--- src/rtl/block_tile_scheduler.sv ---
// Tile/slice sequencer for C = A x B: per slice it launches the block multiplier, waits for it, then launches the block adder.
// Define BLOCK_SCHED_PERF_EN to add the perf_cycles / perf_stall counters.
`timescale 1ns/1ps
module block_tile_scheduler #(
    parameter int ROW_TILE   = 2,
    parameter int COL_TILE   = 2,
    parameter int INNER_TILE = 2,
    parameter int DIM_W      = 10
) (
    input  logic             clk,
    input  logic             rst,
    input  logic             start,
    input  logic [DIM_W-1:0] m_rows,
    input  logic [DIM_W-1:0] n_cols,
    input  logic [DIM_W-1:0] k_inner,
    output logic             busy,
    output logic             done,
    output logic             mul_start,
    output logic [DIM_W-1:0] mul_row,
    output logic [DIM_W-1:0] mul_col,
    output logic [DIM_W-1:0] mul_k,
    input  logic             mul_done,
    output logic             add_start,
    output logic [DIM_W-1:0] add_row,
    output logic [DIM_W-1:0] add_col,
    output logic [DIM_W-1:0] add_num_cols
`ifdef BLOCK_SCHED_PERF_EN
    ,
    output logic [31:0]      perf_cycles,
    output logic [31:0]      perf_stall
`endif
);

    localparam int CW = DIM_W + 1;

    typedef enum logic [2:0] {
        IDLE      = 3'd0,
        ISSUE_MUL = 3'd1,
        WAIT_MUL  = 3'd2,
        ADD       = 3'd3,
        NEXT      = 3'd4,
        FINISH    = 3'd5
    } state_t;

    state_t         state_reg;
    state_t         state_next;

    logic [CW-1:0]  m_reg;
    logic [CW-1:0]  n_reg;
    logic [CW-1:0]  k_reg;
    logic [CW-1:0]  row_reg;
    logic [CW-1:0]  row_next;
    logic [CW-1:0]  col_reg;
    logic [CW-1:0]  col_next;
    logic [CW-1:0]  kk_reg;
    logic [CW-1:0]  kk_next;
    logic [CW-1:0]  row_sum;
    logic [CW-1:0]  col_sum;
    logic [CW-1:0]  kk_sum;

    logic           accept;
    logic           zero_dim;
    logic           busy_reg;
    logic           done_reg;
    logic           mul_start_reg;
    logic           add_start_reg;

    // One extra counter bit keeps origin + tile from wrapping before the compare.
    assign row_sum  = row_reg + CW'(ROW_TILE);
    assign col_sum  = col_reg + CW'(COL_TILE);
    assign kk_sum   = kk_reg + CW'(INNER_TILE);
    assign zero_dim = (m_rows == '0) || (n_cols == '0) || (k_inner == '0);

    always_comb begin
        state_next = state_reg;
        row_next   = row_reg;
        col_next   = col_reg;
        kk_next    = kk_reg;
        accept     = 1'b0;
        case (state_reg)
            IDLE: begin
                // busy_reg is still high for the cycle after FINISH; start is ignored there.
                if (start && !busy_reg) begin
                    accept   = 1'b1;
                    row_next = '0;
                    col_next = '0;
                    kk_next  = '0;
                    state_next = zero_dim ? FINISH : ISSUE_MUL;
                end
            end
            ISSUE_MUL: state_next = WAIT_MUL;
            WAIT_MUL: begin
                if (mul_done) begin
                    state_next = ADD;
                end
            end
            ADD: state_next = NEXT;
            NEXT: begin
                state_next = ISSUE_MUL;
                if (kk_sum < k_reg) begin
                    kk_next = kk_sum;
                end else begin
                    kk_next = '0;
                    if (col_sum < n_reg) begin
                        col_next = col_sum;
                    end else begin
                        col_next = '0;
                        if (row_sum < m_reg) begin
                            row_next = row_sum;
                        end else begin
                            state_next = FINISH;
                        end
                    end
                end
            end
            FINISH:  state_next = IDLE;
            default: state_next = IDLE;
        endcase
    end

    always_ff @(posedge clk or posedge rst) begin
        if (rst) begin
            state_reg     <= IDLE;
            row_reg       <= '0;
            col_reg       <= '0;
            kk_reg        <= '0;
            m_reg         <= '0;
            n_reg         <= '0;
            k_reg         <= '0;
            busy_reg      <= 1'b0;
            done_reg      <= 1'b0;
            mul_start_reg <= 1'b0;
            add_start_reg <= 1'b0;
        end else begin
            state_reg <= state_next;
            row_reg   <= row_next;
            col_reg   <= col_next;
            kk_reg    <= kk_next;
            if (accept) begin
                m_reg <= {1'b0, m_rows};
                n_reg <= {1'b0, n_cols};
                k_reg <= {1'b0, k_inner};
            end
            mul_start_reg <= (state_next == ISSUE_MUL);
            add_start_reg <= (state_next == ADD);
            done_reg      <= (state_next == FINISH);
            // busy covers every non-IDLE cycle plus the cycle right after done.
            busy_reg      <= (state_next != IDLE) || (state_reg == FINISH);
        end
    end

    // Counters only move on leaving NEXT, so coordinates hold from ISSUE_MUL through ADD.
    assign busy         = busy_reg;
    assign done         = done_reg;
    assign mul_start    = mul_start_reg;
    assign add_start    = add_start_reg;
    assign mul_row      = row_reg[DIM_W-1:0];
    assign mul_col      = col_reg[DIM_W-1:0];
    assign mul_k        = kk_reg[DIM_W-1:0];
    assign add_row      = row_reg[DIM_W-1:0];
    assign add_col      = col_reg[DIM_W-1:0];
    assign add_num_cols = n_reg[DIM_W-1:0];

`ifdef BLOCK_SCHED_PERF_EN
    logic [31:0] perf_cycles_reg;
    logic [31:0] perf_stall_reg;

    always_ff @(posedge clk or posedge rst) begin
        if (rst) begin
            perf_cycles_reg <= '0;
            perf_stall_reg  <= '0;
        end else if (accept) begin
            perf_cycles_reg <= '0;
            perf_stall_reg  <= '0;
        end else begin
            if (busy_reg && (perf_cycles_reg != '1)) begin
                perf_cycles_reg <= perf_cycles_reg + 32'd1;
            end
            if ((state_reg == WAIT_MUL) && !mul_done && (perf_stall_reg != '1)) begin
                perf_stall_reg <= perf_stall_reg + 32'd1;
            end
        end
    end

    assign perf_cycles = perf_cycles_reg;
    assign perf_stall  = perf_stall_reg;
`endif

endmodule

--- config.mk ---
export PLATFORM = sky130hd
export DESIGN_NAME = block_tile_scheduler
export DESIGN_NICKNAME = d
export VERILOG_FILES = /design/src/rtl/block_tile_scheduler.sv
export SDC_FILE = /design/constraint.sdc
export NUM_CORES = 1
export LEC_CHECK = 0
export ABC_AREA = 1
export CAP_MARGIN = 20
export CORE_MARGIN = 1.5
export CORE_UTILIZATION = 46
export DETAILED_ROUTE_END_ITERATION = 8
export PLACE_DENSITY = 0.84
export SYNTH_ARGS = -nofsm -noshare
export SYNTH_HDL_FRONTEND = slang
export SYNTH_SLANG_ARGS = --single-unit
export TNS_END_PERCENT = 10
--- constraint.sdc ---
create_clock -name clk -period 2.4 [get_ports clk]
set_input_delay 0.36 -clock clk [delete_from_list [all_inputs] [get_ports clk]]
set_output_delay 0.36 -clock clk [all_outputs]
set_load 0.01 [all_outputs]
==> results by group, run 1 <==
Power and ir drop
  • P_sw: 1.87 mW
  • Switching Fraction: 39.6%
  • Sequential share of power: 34.5%
  • Logic pwr share: 47.6%
  • Peak supply drop: 0.465 mV
  • Internal power: 2.85 mW
  • Pwr/cell area: 775 nW/um2
  • Clock share of power: 17.9%
  • Leak Pwr: 2.98 nW

Timing
  • Hold Fails Final Rpt: 0
  • RSZ-0062 raised after global routing: yes
  • Final min period: 2580 ps
  • Final Cycle Share: 108%
  • Max-slew violation count: 0
  • Max Fclk: 387 MHz
  • Final number of setup-violating endpoints: 22
  • Clock skew: 9.51 ps
  • Final WS setup: -184 ps

Setup path
  • R2R Setup Slk: -180 ps
  • FF-to-FF path depth: 18
  • Crit Path Category: flop to flop
  • CP required: 2640 ps
  • Worst r2r src: col_reg[2]
  • RR Endpoint: row_reg[6]
  • Crit-path max FO: 6
  • Critical Path Sink Type: flop
  • Worst EP arrival: 2830 ps
  • Startpoint types: flop

Clock network
  • Clk slew on worst S/H paths: 80 ps
  • CTS hold repair buffers: 0
  • Worst-Skew Late Latency: 360 ps
  • Root buffer cell: clkbuf_8
  • H-tree Lvls: 3
  • Clock sink total: 67
  • Cts bufs inserted: 9
  • CTS tree: done
  • CTS Buffer Depth: 2

Placement
  • Post-DP HPWL: 7.90 mm
  • Dpl cells: 761
  • Input/output buffers: 92
  • Dpl ws: -187 ps
  • Gpl congestion: 0.865

Synth
  • Post-synth EDFFs: 0
  • Mapped cell area: 4370 um2
  • Synth cell count leaders: 137 x nand2_1, 91 x inv_1, 67 x dfrtp_1
  • Unique masters post-synth: 34
  • Flops & latches, synth: 67
  • Area share of the largest cell type after synthesis: 38.4%
  • YS warnings: 0
  • Synth area leaders: dfrtp_1 38%, nand2_1 12%, buf_4 8.8%
  • Top FF cell, synth: dfrtp_1
  • Post-synthesis cell count: 556
  • Count leader, synth: nand2_1
  • Synth area leader: dfrtp_1
  • Mean post-synth cell area: 7.86 um2
  • Sequential area share after synthesis: 38.4%
  • Synth async-reset ratio: 100%

Final layout
  • Non-filler cells, final: 795
  • Area of the multi-input gates: 2330 um2
  • Final Core Density: 65.9%
  • Filler cells: 684
  • Register area: 1680 um2
  • Layout cells sized above 1: 22.8%
  • Final nets: 726
  • Area delta synth->final: 39.4%
  • Diode count: 0

GRT
  • Most Crowded Layer GR: met2
  • Vias in the first global route: 3927
  • Routing usage on met2: 39.5%
  • Antenna violations before repair: 0
  • Tot GR Track Use: 22.5%
  • Largest net degree at the start of global routing: 68
  • Global-route wire length before repair: 17.7 mm
  • Grt ovf: 0
  • Met3 global-route usage: 5.76%
  • M1 GR Usage: 25.7%

Run status
  • Status: complete, but fails checks
  • Failing checks: negative setup slack

Detailed routing
  • Final ANT Viol Nets: 0
  • Via count: 4013
  • # DRC: 0
  • Via density: 5.05
  • Drt wl/cell: 14.7 um
  • DRT iter0 DRCs: 213
  • Pre-Repair DR Iteration Count: 6
  • Final wirelength: 11.7 mm

Floorplan
  • Starting Density: 47.3%
  • Total core area: 9240 um2
  • Die area: 10100 um2
  • IO Pins: 98
  • Rows: 35
  • Die height: 100 um
  • Chip width: 100 um

Job
  • Number of max-cap violations: 0

Min path
  • Worst hold-check path type: input port to asynchronous set/reset pin
stage by stage:
step / total power [mW] / hold slack, ps / cell area (um2) / setup TNS (ps)
after floorplan: 2.81 / 481 / 4390 / 0
after global placement: 3.43 / 504 / 5340 / -284
after detailed placement: 3.55 / 512 / 5340 / -2530
after CTS: 4.48 / 408 / 5690 / -65.4
after global routing: 5.03 / 441 / 6090 / -4790
final: 4.72 / 384 / 6090 / -2660
cell usage in the layout, fill, tap and decap left out, types with 8 or more instances in the layout:
cell,synthesis,routed
nand2_1,137,123
clkdlybuf4s50_1,0,92
inv_1,91,86
dfrtp_1,67,65
buf_4,51,46
o21ai_0,37,35
nor2_1,31,26
ha_1,30,22
nand2_2,2,13
xor2_2,0,12
nand3_1,16,11
clkbuf_8,0,10
o21bai_1,9,9
a21oi_1,12,8
worst max-delay path by stage:
stage                     startpoint          to  slack, ps  depth (start not counted)
after global routing      row_reg[2]  row_reg[4]       -290                         16
after floorplan           col_reg[1]  row_reg[6]         50                         16
final                     col_reg[2]  row_reg[6]       -180                         18
after detailed placement  col_reg[2]  row_reg[3]       -190                         18
after CTS                 row_reg[2]  row_reg[8]        -30                         18
after global placement    row_reg[1]  row_reg[3]        -30                         19
cells by family (layout without fill, tap and decap cells):
logic type / after synthesis / in the layout / synth area share (%)
flip-flops: 67 / 67 / 38.4
XOR/XNOR: 19 / 19 / 3.81
other: 1 / 5 / 0.0858
AND/OR/NAND/NOR: 217 / 219 / 22.3
AO/OA/AOI/OAI: 70 / 70 / 9.05
buffers and inverters: 152 / 256 / 17.8
adder cells (fa/ha/maj): 30 / 30 / 8.59
power by group through the flow:
stage | Clock (mW) | Sequential (mW) | Combinational [mW]
after floorplan | 0 | 1.67 | 1.14
after global placement | 0 | 1.63 | 1.81
after detailed placement | 0 | 1.64 | 1.91
after CTS | 0.842 | 1.62 | 2.02
after global routing | 0.901 | 1.66 | 2.47
final | 0.845 | 1.63 | 2.25
per-layer routing:
layer	wire length, um	share of wire (%)
met4	308	2.6
met1	4530	39
met3	844	7.2
met5	0	0
met2	6030	51
timing repair:
item / 4_1_cts / 5_1_grt
endpoints found under the setup margin: 27 / 33
gates cloned: 2 / 0
hold endpoints to repair: 0 / 0
resized for setup: 26 / 56
setup buffers: 7 / 10
pin swaps: 18 / 32
cell type report:
| class | count | area share [%] |
|---|---|---|
| clock inverters | 5 | 0.493 |
| repair buffers | 146 | 22.8 |
| multi-input cells | 343 | 38.2 |
| inverters | 95 | 5.96 |
| well taps | 129 | 2.65 |
| flip-flops and latches | 67 | 27.6 |
| clock buffers | 10 | 2.26 |
critical path: stages, from the launching register on:
cell	delay (ps)
dfrtp_1	400
buf_6	130
nand2_2	60
nor2_4	150
nand2_2	100
xor2_2	170
ha_1	330
nand2_1	90
inv_1	50
a21oi_2	140
nand2_1	100
nand2_2	80
nand2_2	60
nand2_2	100
nand3_4	150
nand2_8	160
nor2_4	70
nand2_1	70
nand2_1	60
No activity file was read; power rests on OpenSTA's default activity.
==> run 2: changes to the inputs <==
Settings changed: GPL_ROUTABILITY_DRIVEN from default to 0.
==> results by group, run 2 (same netlist as run 1, synthesis figures left out) <==
Job
  • Number of max-cap violations: 0

Floorplan
  • Chip width: 100 um
  • IO Pins: 98
  • Die area: 10100 um2
  • Die height: 100 um
  • Rows: 35
  • Total core area: 9240 um2
  • Starting Density: 47.3%

Timing
  • Clock skew: 10.9 ps
  • Max Fclk: 376 MHz
  • Final WS setup: -258 ps
  • Final min period: 2660 ps
  • Hold Fails Final Rpt: 0
  • Final Cycle Share: 111%
  • RSZ-0062 raised after global routing: yes
  • Final number of setup-violating endpoints: 28
  • Max-slew violation count: 0
  • Hold WS: 382 ps

Setup path
  • Crit-path max FO: 6
  • Worst EP arrival: 2900 ps
  • Critical Path, Cell by Cell: ha_2, nand2_2, nor2_4, xor2_2, inv_1, ha_1, nand2_1, inv_1, a21oi_1, nand2_1, nand2_1, nand2_1, nand2_1, nand2_2, nand2_4, nand2_8, buf_6, o21bai_1, nand2_1
  • CP top delay family: simple AND/OR/NAND/NOR gates
  • CP dominant cell by count: nand2_1
  • Crit Path Category: flop to flop
  • Critical Path Sink Type: flop
  • Crit-path slowest cell: dfrtp_1
  • CP required: 2640 ps
  • Startpoint types: flop
  • Critical Path Max Stage Delay: 420 ps
  • WP buf/inv: 3

Clock network
  • H-tree Lvls: 3
  • Cts bufs inserted: 9
  • Worst-Skew Late Latency: 360 ps
  • Clock sink total: 67
  • CTS hold repair buffers: 0
  • CTS tree: done
  • Clk slew on worst S/H paths: 80 ps
  • CTS Buffer Depth: 2
  • Root buffer cell: clkbuf_8

Run status
  • Status: complete, but fails checks
  • Failing checks: negative setup slack

Final layout
  • Commonest non-fill, non-tap cells in the layout: 122 x nand2_1, 92 x clkdlybuf4s50_1, 86 x inv_1
  • Diode count: 0
  • Area delta synth->final: 38.2%
  • Final nets: 718
  • Layout cells sized above 1: 20.9%
  • Commonest non-fill, non-tap cell in the layout: nand2_1

Detailed routing
  • Pre-Repair DR Iteration Count: 5
  • # DRC: 0
  • Final wirelength: 12.4 mm
  • Drt wl/cell: 15.7 um
  • Via count: 4107
  • DRT iter0 DRCs: 236
  • Final ANT Viol Nets: 0
  • Via density: 5.21

GRT
  • Vias in the first global route: 3797
  • Antenna violations before repair: 0
  • Tot GR Track Use: 23.0%
  • Grt ovf: 0
  • Largest net degree at the start of global routing: 68
  • Global-route wire length before repair: 17.8 mm

Placement
  • Post-DP HPWL: 7.81 mm
  • Input/output buffers: 92

Power and ir drop
  • Pwr/cell area: 816 nW/um2
  • Peak supply drop: 0.464 mV
  • Leak Pwr: 2.98 nW
  • Total power: 4.93 mW

Min path
  • Worst hold-check path type: input port to asynchronous set/reset pin
==> run 2: worst paths after layout <==
path                       startpoint         end  slack (ps)  cells past startpoint
hold / removal                    rst    m_reg[6]         380                      3
setup reg to reg           row_reg[2]  row_reg[7]        -260                     19
hold reg to reg              n_reg[5]    n_reg[5]         540                      2
min in group clk             n_reg[5]    n_reg[5]         540                      2
setup / recovery           row_reg[2]  row_reg[7]        -260                     19
max in group asynchronous         rst   kk_reg[6]        1690                      3
==> run 2: metrics by stage <==
step                setup TNS (ps)  utilization (%)  cell area (um2)  worst slack, ps  instances
floorplan                        0                -             4390             49.1        560
global placement              -275             57.4             5300            -31.4        756
detailed placement           -2070             57.4             5300             -159        756
CTS                         -0.345             62.3             5760           -0.345        781
global route                 -6280             65.3             6040             -385        788
finish                       -1770             65.3             6040             -258        788
==> run 2: worst reg2reg max path, stage by stage (launching register included) <==
cell and delay (ps):
dfrtp_1 420, ha_2 220, nand2_2 80, nor2_4 130, xor2_2 180, inv_1 70, ha_1 260, nand2_1 90
inv_1 50, a21oi_1 140, nand2_1 80, nand2_1 60, nand2_1 50, nand2_1 70, nand2_2 60, nand2_4 110
nand2_8 100, buf_6 130, o21bai_1 190, nand2_1 90
==> run 2: layer usage <==
metal	global-route usage (%)	vias to the layer above	part of all wire (%)
met5	0	-	0
met4	10.6	0	3.6
met3	4.92	45	7.0
met2	40.2	209	52
met1	27.2	1971	38
li1	-	1882	-
==> run 2: power breakdown <==
part	switching, mW	internal (mW)
registers	0.182	1.45
clock network	0.462	0.641
logic	1.28	0.916
==> run 2: area by class of cell <==
cell class,instances,area [um2]
clock inverters,4,72.6
multi-input cells,345,2320
fillers,679,3200
inverters,95,363
clock buffers,12,155
flip-flops and latches,67,1680
well taps,129,161
repair buffers,136,1290
==> run 2: repair_timing <==
action,in CTS,in global routing
gates resized for setup,37,46
gates cloned,4,0
setup endpoints to repair,29,33
buffers inserted,5,7
pin swaps,19,31
